**config.mk**
```make
export PLATFORM = sky130hd
export DESIGN_NAME = bpu_update_sched
export DESIGN_NICKNAME = d
export VERILOG_FILES = /design/src/rtl/bpu_update_sched.sv
export SDC_FILE = /design/constraint.sdc
export NUM_CORES = 1
export LEC_CHECK = 0
export ABC_CLOCK_PERIOD_IN_PS = 10800
export BUFFER_PORTS_ARGS = -buffer_cell sky130_fd_sc_hd__buf_2
export CAP_MARGIN = 20
export CORE_ASPECT_RATIO = 1.1
export CORE_UTILIZATION = 58
export DETAILED_ROUTE_END_ITERATION = 10
export GPL_TIMING_DRIVEN = 1
export PLACE_DENSITY = 0.81
export SKIP_CTS_REPAIR_TIMING = 1
export SLEW_MARGIN = 5
export SYNTH_ARGS = -nofsm -noshare
export SYNTH_HDL_FRONTEND = slang
export SYNTH_SLANG_ARGS = --single-unit
```
**constraint.sdc**
```tcl
create_clock -name clk -period 10.8 [get_ports clk]
set_input_delay 2.7 -clock clk [delete_from_list [all_inputs] [get_ports clk]]
set_output_delay 2.7 -clock clk [all_outputs]
set_load 0.02 [all_outputs]
```
**src/rtl/bpu_update_sched.sv**
```systemverilog
// bpu_update_sched: merges branch-resolution updates from two execute pipes
// into one in-order FIFO and drains it onto the predictor-table update port.
// After reset, a clear sweep visits every table index before any update drains.
// Ports:
//   clk, rst          clock, synchronous active-high reset
//   req0_* / req1_*   pipe update requests (req0 older), valid/ready handshake
//   upd_ready         tables can accept an update this cycle
//   upd_*             update strobe and head-entry payload
//   clr_en, clr_idx   clear strobe and index during the sweep
//   busy              high while the sweep runs
//   count             FIFO occupancy
// Optional: define BPU_UPD_STATS_EN to add stat_upd_cnt / stat_taken_cnt.
module bpu_update_sched #(
    parameter int DEPTH = 4,
    parameter int IDX_W = 6,
    parameter int PC_W  = 32
) (
    input  logic                       clk,
    input  logic                       rst,
    input  logic                       req0_valid,
    input  logic [PC_W-1:0]            req0_pc,
    input  logic                       req0_taken,
    input  logic [PC_W-1:0]            req0_target,
    output logic                       req0_ready,
    input  logic                       req1_valid,
    input  logic [PC_W-1:0]            req1_pc,
    input  logic                       req1_taken,
    input  logic [PC_W-1:0]            req1_target,
    output logic                       req1_ready,
    input  logic                       upd_ready,
    output logic                       upd_en,
    output logic [PC_W-1:0]            upd_pc,
    output logic                       upd_taken,
    output logic [PC_W-1:0]            upd_target,
    output logic                       clr_en,
    output logic [IDX_W-1:0]           clr_idx,
    output logic                       busy,
    output logic [$clog2(DEPTH):0]     count
`ifdef BPU_UPD_STATS_EN
    ,
    output logic [31:0]                stat_upd_cnt,
    output logic [31:0]                stat_taken_cnt
`endif
);

    localparam int PW = $clog2(DEPTH);
    localparam int CW = PW + 1;
    localparam logic [CW-1:0] FULL_C = CW'(DEPTH);
    localparam logic [CW-1:0] LIM2_C = CW'(DEPTH - 1);
    localparam logic [IDX_W-1:0] SWEEP_LAST = {IDX_W{1'b1}};

    typedef enum logic {
        S_INIT,
        S_RUN
    } state_t;

    typedef struct packed {
        logic [PC_W-1:0] pc;
        logic            taken;
        logic [PC_W-1:0] target;
    } entry_t;

    state_t           state_q;
    logic [IDX_W-1:0] sweep_q;
    entry_t           mem [DEPTH];
    logic [PW-1:0]    head_q;
    logic [PW-1:0]    tail_q;
    logic [CW-1:0]    count_q;

    logic          acc0;
    logic          acc1;
    logic          pop;
    logic [PW-1:0] wr1_ptr;
    entry_t        head_e;

    // Readiness uses the registered count only; a same-cycle pop
    // is deliberately not credited, so a push can never overflow.
    assign req0_ready = count_q < FULL_C;
    assign req1_ready = (count_q < LIM2_C)
                      | ((count_q < FULL_C) & ~req0_valid);

    assign acc0 = ~rst & req0_valid & req0_ready;
    assign acc1 = ~rst & req1_valid & req1_ready;
    assign pop  = ~rst & (state_q == S_RUN)
                & (count_q != '0) & upd_ready;

    // req1 lands behind req0 when both are taken in the same cycle.
    assign wr1_ptr = tail_q + PW'(acc0);

    assign head_e     = mem[head_q];
    assign upd_en     = pop;
    assign upd_pc     = rst ? '0 : head_e.pc;
    assign upd_taken  = ~rst & head_e.taken;
    assign upd_target = rst ? '0 : head_e.target;

    assign clr_en  = ~rst & (state_q == S_INIT);
    assign busy    = ~rst & (state_q == S_INIT);
    assign clr_idx = rst ? '0 : sweep_q;
    assign count   = rst ? '0 : count_q;

    always_ff @(posedge clk) begin
        if (rst) begin
            state_q <= S_INIT;
            sweep_q <= '0;
        end else begin
            unique case (state_q)
                S_INIT: begin
                    sweep_q <= sweep_q + 1'b1;
                    if (sweep_q == SWEEP_LAST) begin
                        state_q <= S_RUN;
                    end
                end
                S_RUN: begin
                    state_q <= S_RUN;
                end
                default: begin
                    state_q <= S_INIT;
                end
            endcase
        end
    end

    always_ff @(posedge clk) begin
        if (rst) begin
            head_q  <= '0;
            tail_q  <= '0;
            count_q <= '0;
        end else begin
            head_q  <= head_q + PW'(pop);
            tail_q  <= tail_q + PW'(acc0) + PW'(acc1);
            count_q <= count_q + CW'(acc0) + CW'(acc1) - CW'(pop);
        end
    end

    // Storage has no reset; occupancy alone decides what is valid.
    always_ff @(posedge clk) begin
        if (acc0) begin
            mem[tail_q] <= '{pc: req0_pc, taken: req0_taken,
                             target: req0_target};
        end
        if (acc1) begin
            mem[wr1_ptr] <= '{pc: req1_pc, taken: req1_taken,
                              target: req1_target};
        end
    end

`ifdef BPU_UPD_STATS_EN
    always_ff @(posedge clk) begin
        if (rst) begin
            stat_upd_cnt   <= '0;
            stat_taken_cnt <= '0;
        end else begin
            if (pop && stat_upd_cnt != 32'hFFFF_FFFF) begin
                stat_upd_cnt <= stat_upd_cnt + 32'd1;
            end
            if (pop && upd_taken
                && stat_taken_cnt != 32'hFFFF_FFFF) begin
                stat_taken_cnt <= stat_taken_cnt + 32'd1;
            end
        end
    end
`else
    // Statistics counters are not built in this configuration.
`endif

endmodule

```
; Word-level counts from Yosys, hierarchy flattened
; Memories as Yosys holds them, arrays and structs flattened. A register that Yosys moved wholly into a read port is not among the register bits.
; Cells that the tools add are included.
[op_classes]
n_div = 0
multipliers = 0
shifts = 0
addsub = 7
magnitude_cmp = 2
reduce_logical = 1
n_eq_ne = 1
n_bitwise = 14
muxes = 11
[op_table]
columns = operator, count
row1 = $mux W32, 2
row2 = $and A1 B1 Y1, 10
row3 = $add A2 B1 Y2, 3
row4 = $add A3 B1 Y3, 2
row5 = $add A6 B1 Y6 const B, 1
row6 = $eq A6 B6 Y1 const B, 1
row7 = $mux W6, 1
row8 = $mux W1, 5
row9 = $lt A3 B2 Y1 const B, 1
row10 = $lt A3 B3 Y1 const B, 1
row11 = $mux W3, 1
row12 = $not A1 Y1, 3
row13 = $reduce_bool A3 Y1, 1
row14 = $sub A3 B1 Y3, 1
row15 = $mux W2, 1
row16 = $pmux W1 S2, 1
row17 = $or A1 B1 Y1, 1
[totals]
regBits = 14
ram_bits = 260
wordCells = 42
latchBits = 0
out_inout_bits = 79
memories = 1
inputBits = 135
rom_bits = 0
[memory_table]
columns = name, depth, word_bits, rd, rd_ports_with_merged_regs, write_ports, line_no
row1 = mem, 4, 65, 1, 1, 2, 65  ; entry_t mem [DEPTH];

; Logic depth before layout (Yosys ltp)
[logic_depth]
word_depth = 6
mapped_depth = 10
depth_no_buf = 10

; Worst setup path after synthesis
; OpenSTA, ideal clock, no wires.
[synth_path]
path_kind = input-to-reg
startpoint = input port rst
endpoint = memory mem[2][0] (netlist name) (enable)
cell_stages = 4
arrival_ps = 7924
setup_slack_ps = 2291
required_ps = 10216
n_path_buf = 1
setup_time_ps = 584
cell_sequence = clkbuf_1 -> nor2_1 -> nand2_1 -> o31ai_1
[synth_lines]
columns = item, line_no
row1 = from (decl), 19  ; input logic rst,
row2 = to (decl), 65

; Worst setup path in the final report
[layout_path]
startpoint = input port rst
endpoint = output port upd_en
[layout_between]
elab_chain_len = 4
[layout_rtl]
columns = item, line_no
row1 = $not A1 Y1, 84  ; assign pop = ~rst & (state_q == S_RUN)
row2 = $and A1 B1 Y1, 84
row3 = $and A1 B1 Y1 (2 in series), 85  ; & (count_q != '0) & upd_ready;
row4 = to (decl), 31  ; output logic upd_en,
; No other way between the ends.

==> parameters.txt <==
Parameter                              Value

Outcome
  Status    complete, no violations

Route
  Vias/cell    roughly 6
  Drt initial violations    between 400 and 500
  First-pass DRT Iterations    5
  Wirelength, routed    slightly below 30,000 um
  DRC errors left    0
  Detailed-route via count    between 7,000 and 8,000
  Remaining antenna violation count after routing    0
  Routed WL per cell    22.4 um

STA
  Number of setup violations in the final report    0
  Unrepaired setup endpoints after global routing    no
  Worst slew slack as a fraction of its limit    0.283
  Worst-case clock skew    0.00732 ns
  Final critical delay including setup and external delays    approximately 7 ns
  Post-layout worst setup margin    3.91 ns
  Crit share post-route    0.638
  Count of final max-slew check failures    0
  Max Clock Freq    0.145 GHz
  Hold Vio Cnt, Final    0
  Summed negative setup slack over all endpoints    0 ns
  Actual slew at the worst max-slew pin    about 1.1 ns

Floorplan
  # rows    approximately 60
  Placeable Area    23,700 sq um
  Total I/O pin count    ~210
  Die outline area    24,800 sq um
  Die Height    between 150 and 200 um
  Effective utilization at floorplan    0.592
  Chip Width    150 um

Layout
  Final net count    approximately 1,100
  Layout Area Growth over Synthesis    15.7%
  Fill count    about 1,600
  Share of final-layout standard cells stronger than drive strength 1    0.544

Min path
  Instance count along the most critical hold path    2
  Hold Path End    sweep_q[5]$_SDFFE_PP0N_
  Startpoint of the tightest hold check path    sweep_q[5]$_SDFFE_PP0N_
  Worst hold path class    flop to flop

Yosys
  Syn Nets    between 900 and 1,000
  Distinct cell type count of the synthesized netlist    32
  Gate Count Post-Synth    795
  Synthesis warning total    0
  Share of the yosys chip area belonging to registers    0.577
  Seq cells post-synth    around 270
  Mean instance size in the synthesized netlist    approximately 18 sq um
  Total standard cell area after synthesis    between 10,000 and 15,000 sq um

Clock network
  Number of H-tree levels    1
  TritonCTS clock tree    yes
  TritonCTS buffer count    28
  Number of buffers on the longest clock path    3
  CTS sink count    roughly 270
  Clock root buffer    sky130_fd_sc_hd__clkbuf_16
  Clock latency reported for the late side of the worst-skew pair    roughly 0.53 ns
  Clock-pin slew of the registers on the worst-case setup and hold paths    0.06 ns

Critical path
  R2r startpoint    count_q[2]$_SDFF_PP0_
  Cell with the most instances on the worst path    sky130_fd_sc_hd__buf_4
  Dominant delay contributor by cell family on the critical path    buffers and inverters
  Reg2Reg Capture Point    mem[3][39]$_DFFE_PP_
  Number of cells on the worst reg-to-reg path    8
  Cell with the biggest individual delay on the critical path    sky130_fd_sc_hd__nor3_1
  Required time of the worst setup path    8.10 ns
  Sort of element at the end of the critical path    output port
  Buffers and inverters on the worst path    3
  Slowest Stage Delay on Critical Path    roughly 0.56 ns
  Crit path DAT    between 4 and 5 ns
  R2R setup slack    roughly 7.1 ns
  CP Cell Sequence    buf_4 > buf_4 > nor3_1 > buf_2
  Highest fanout seen on the critical path    just under 60
  Type of element launching the critical path    primary input
  Category of the critical setup timing path    primary input to output port

Placement
  GPL Wtd Cong    about 0.76
  HPWL after DPL    17,800 um
  Input/output buffers    213
  Post-placement setup slack    3.74 ns

Global routing
  Remaining global-route overflow    0
  Vias in the first global route    between 8,000 and 9,000
  Largest net degree at the start of global routing    67
  All-layer global routing usage    0.245
  Number of antenna violations at the first check in global routing    10
  Global-route wire length before repair    ~45,000 um

Power
  Power per unit of standard cell area    roughly 180 nW/um^2
  Leakage power summed over all cells    just over 6 nW
  VDD IR max    approximately 170 uV

Job
  Max-capacitance violation count    0
==> how the worst max path moves through the flow <==
stage               from                    to  slack [ns]  depth (start not counted)
detailed placement   rst  mem[3][16]$_DFFE_PP_        3.74                         10
CTS                  rst                upd_en        3.88                          4
finish               rst                upd_en        3.91                          4
floorplan            rst   mem[2][0]$_DFFE_PP_        2.29                          4
global route         rst                upd_en        3.81                          4
global placement     rst   mem[3][3]$_DFFE_PP_        3.80                         10
==> registers in the layout, summed over array words and instances, names as in the netlist <==
| name | cells |
|---|---|
| count_q | 3 |
| head_q | 2 |
| tail_q | 2 |
| sweep_q | 6 |
| mem | 260 |
| state_q | 1 |
==> power breakdown <==
part | internal (W) | total (W) | switching (W)
Clock | 0.000533 | 0.000924 | 0.000391
Sequential | 0.00136 | 0.00140 | 0.0000411
Combinational | 0.000282 | 0.000627 | 0.000345
==> routing by layer <==
metal  vias up  wire length, um  global-route usage
met2       277            14600               0.407
met3        52             2220              0.0525
met4         8              567              0.0643
li1       3556                -                   -
met5         -               45                   0
met1      4068            12400               0.329
==> Yosys cell counts, drive strengths merged <==
master	count	share of area
nand4b	2	0.0012
fa	2	0.0029
or3	1	0.00045
and4bb	1	0.00089
o31ai	2	0.0011
mux2	260	0.23
and3	2	0.00089
mux4	65	0.10
o21ai	3	0.0011
dfxtp	14	0.020
clkbuf	16	0.0043
nor2b	75	0.033
ha	6	0.0054
nor2	15	0.0040
nand2	4	0.0011
edfxtp	260	0.56
buf	38	0.019
a21oi	1	0.00036
a31oi	2	0.00089
xnor2	5	0.0031
mux2i	1	0.00071
nor3	2	0.00071
nor4b	1	0.0011
xor2	4	0.0030
inv	8	0.0021
nand3	5	0.0018
==> through the flow <==
step | utilization | cells | hold WS [ns] | instance area [sq um] | total power, W
after floorplan | - | 795 | 0.462 | 14000 | 0.00187
after global placement | 0.648 | 1271 | 0.487 | 15300 | 0.00204
after detailed placement | 0.648 | 1271 | 0.496 | 15300 | 0.00206
after CTS | 0.684 | 1322 | 0.514 | 16200 | 0.00297
after global routing | 0.684 | 1322 | 0.553 | 16200 | 0.00307
final | 0.685 | 1328 | 0.509 | 16200 | 0.00295
==> worst reg2reg max path: cells and delay by family (launching register included) <==
family | cells | cell delay, ns
simple gates | 4 | 1.19
buf+inv | 2 | 0.89
flops | 1 | 0.44
compound gates | 1 | 0.42
fa+ha+maj | 1 | 0.33
==> placed cells by master (no fill, tap or decap), types with 8 or more instances in the layout <==
cell type,count
sky130_fd_sc_hd__edfxtp_1,260
sky130_fd_sc_hd__buf_4,13
sky130_fd_sc_hd__inv_1,8
sky130_fd_sc_hd__nor2b_1,75
sky130_fd_sc_hd__mux4_2,65
sky130_fd_sc_hd__clkinv_1,9
sky130_fd_sc_hd__dfxtp_1,12
sky130_fd_sc_hd__mux2_2,135
sky130_fd_sc_hd__buf_2,212
sky130_fd_sc_hd__nor2_1,15
sky130_fd_sc_hd__mux2_4,78
sky130_fd_sc_hd__clkbuf_16,29
sky130_fd_sc_hd__mux2_1,47
==> area by class of cell <==
| class | count | area (sq um) | area share |
|---|---|---|---|
| sequential | 274 | 8100 | 0.499 |
| clock inverter | 18 | 129 | 0.00794 |
| antenna | 6 | 15.0 | 0.000925 |
| clock buffer | 33 | 741 | 0.0456 |
| timing repair buffer | 225 | 1160 | 0.0714 |
| inverter | 8 | 30.0 | 0.00185 |
| multi-input combinational | 459 | 5680 | 0.350 |
| tap | 305 | 382 | 0.0235 |
==> kinds of logic after synthesis <==
| logic type | Yosys count | synth area share |
|---|---|---|
| muxes | 326 | 0.335 |
| DFF | 274 | 0.577 |
| and+or+nand+nor | 108 | 0.0456 |
| AOI/OAI and AO/OA | 8 | 0.00339 |
| xor gates and xnor gates | 9 | 0.00616 |
| adders and majority gates | 8 | 0.00821 |
| buffers and inverters | 62 | 0.0254 |
Note: power is estimated with default switching activity, not from simulation.
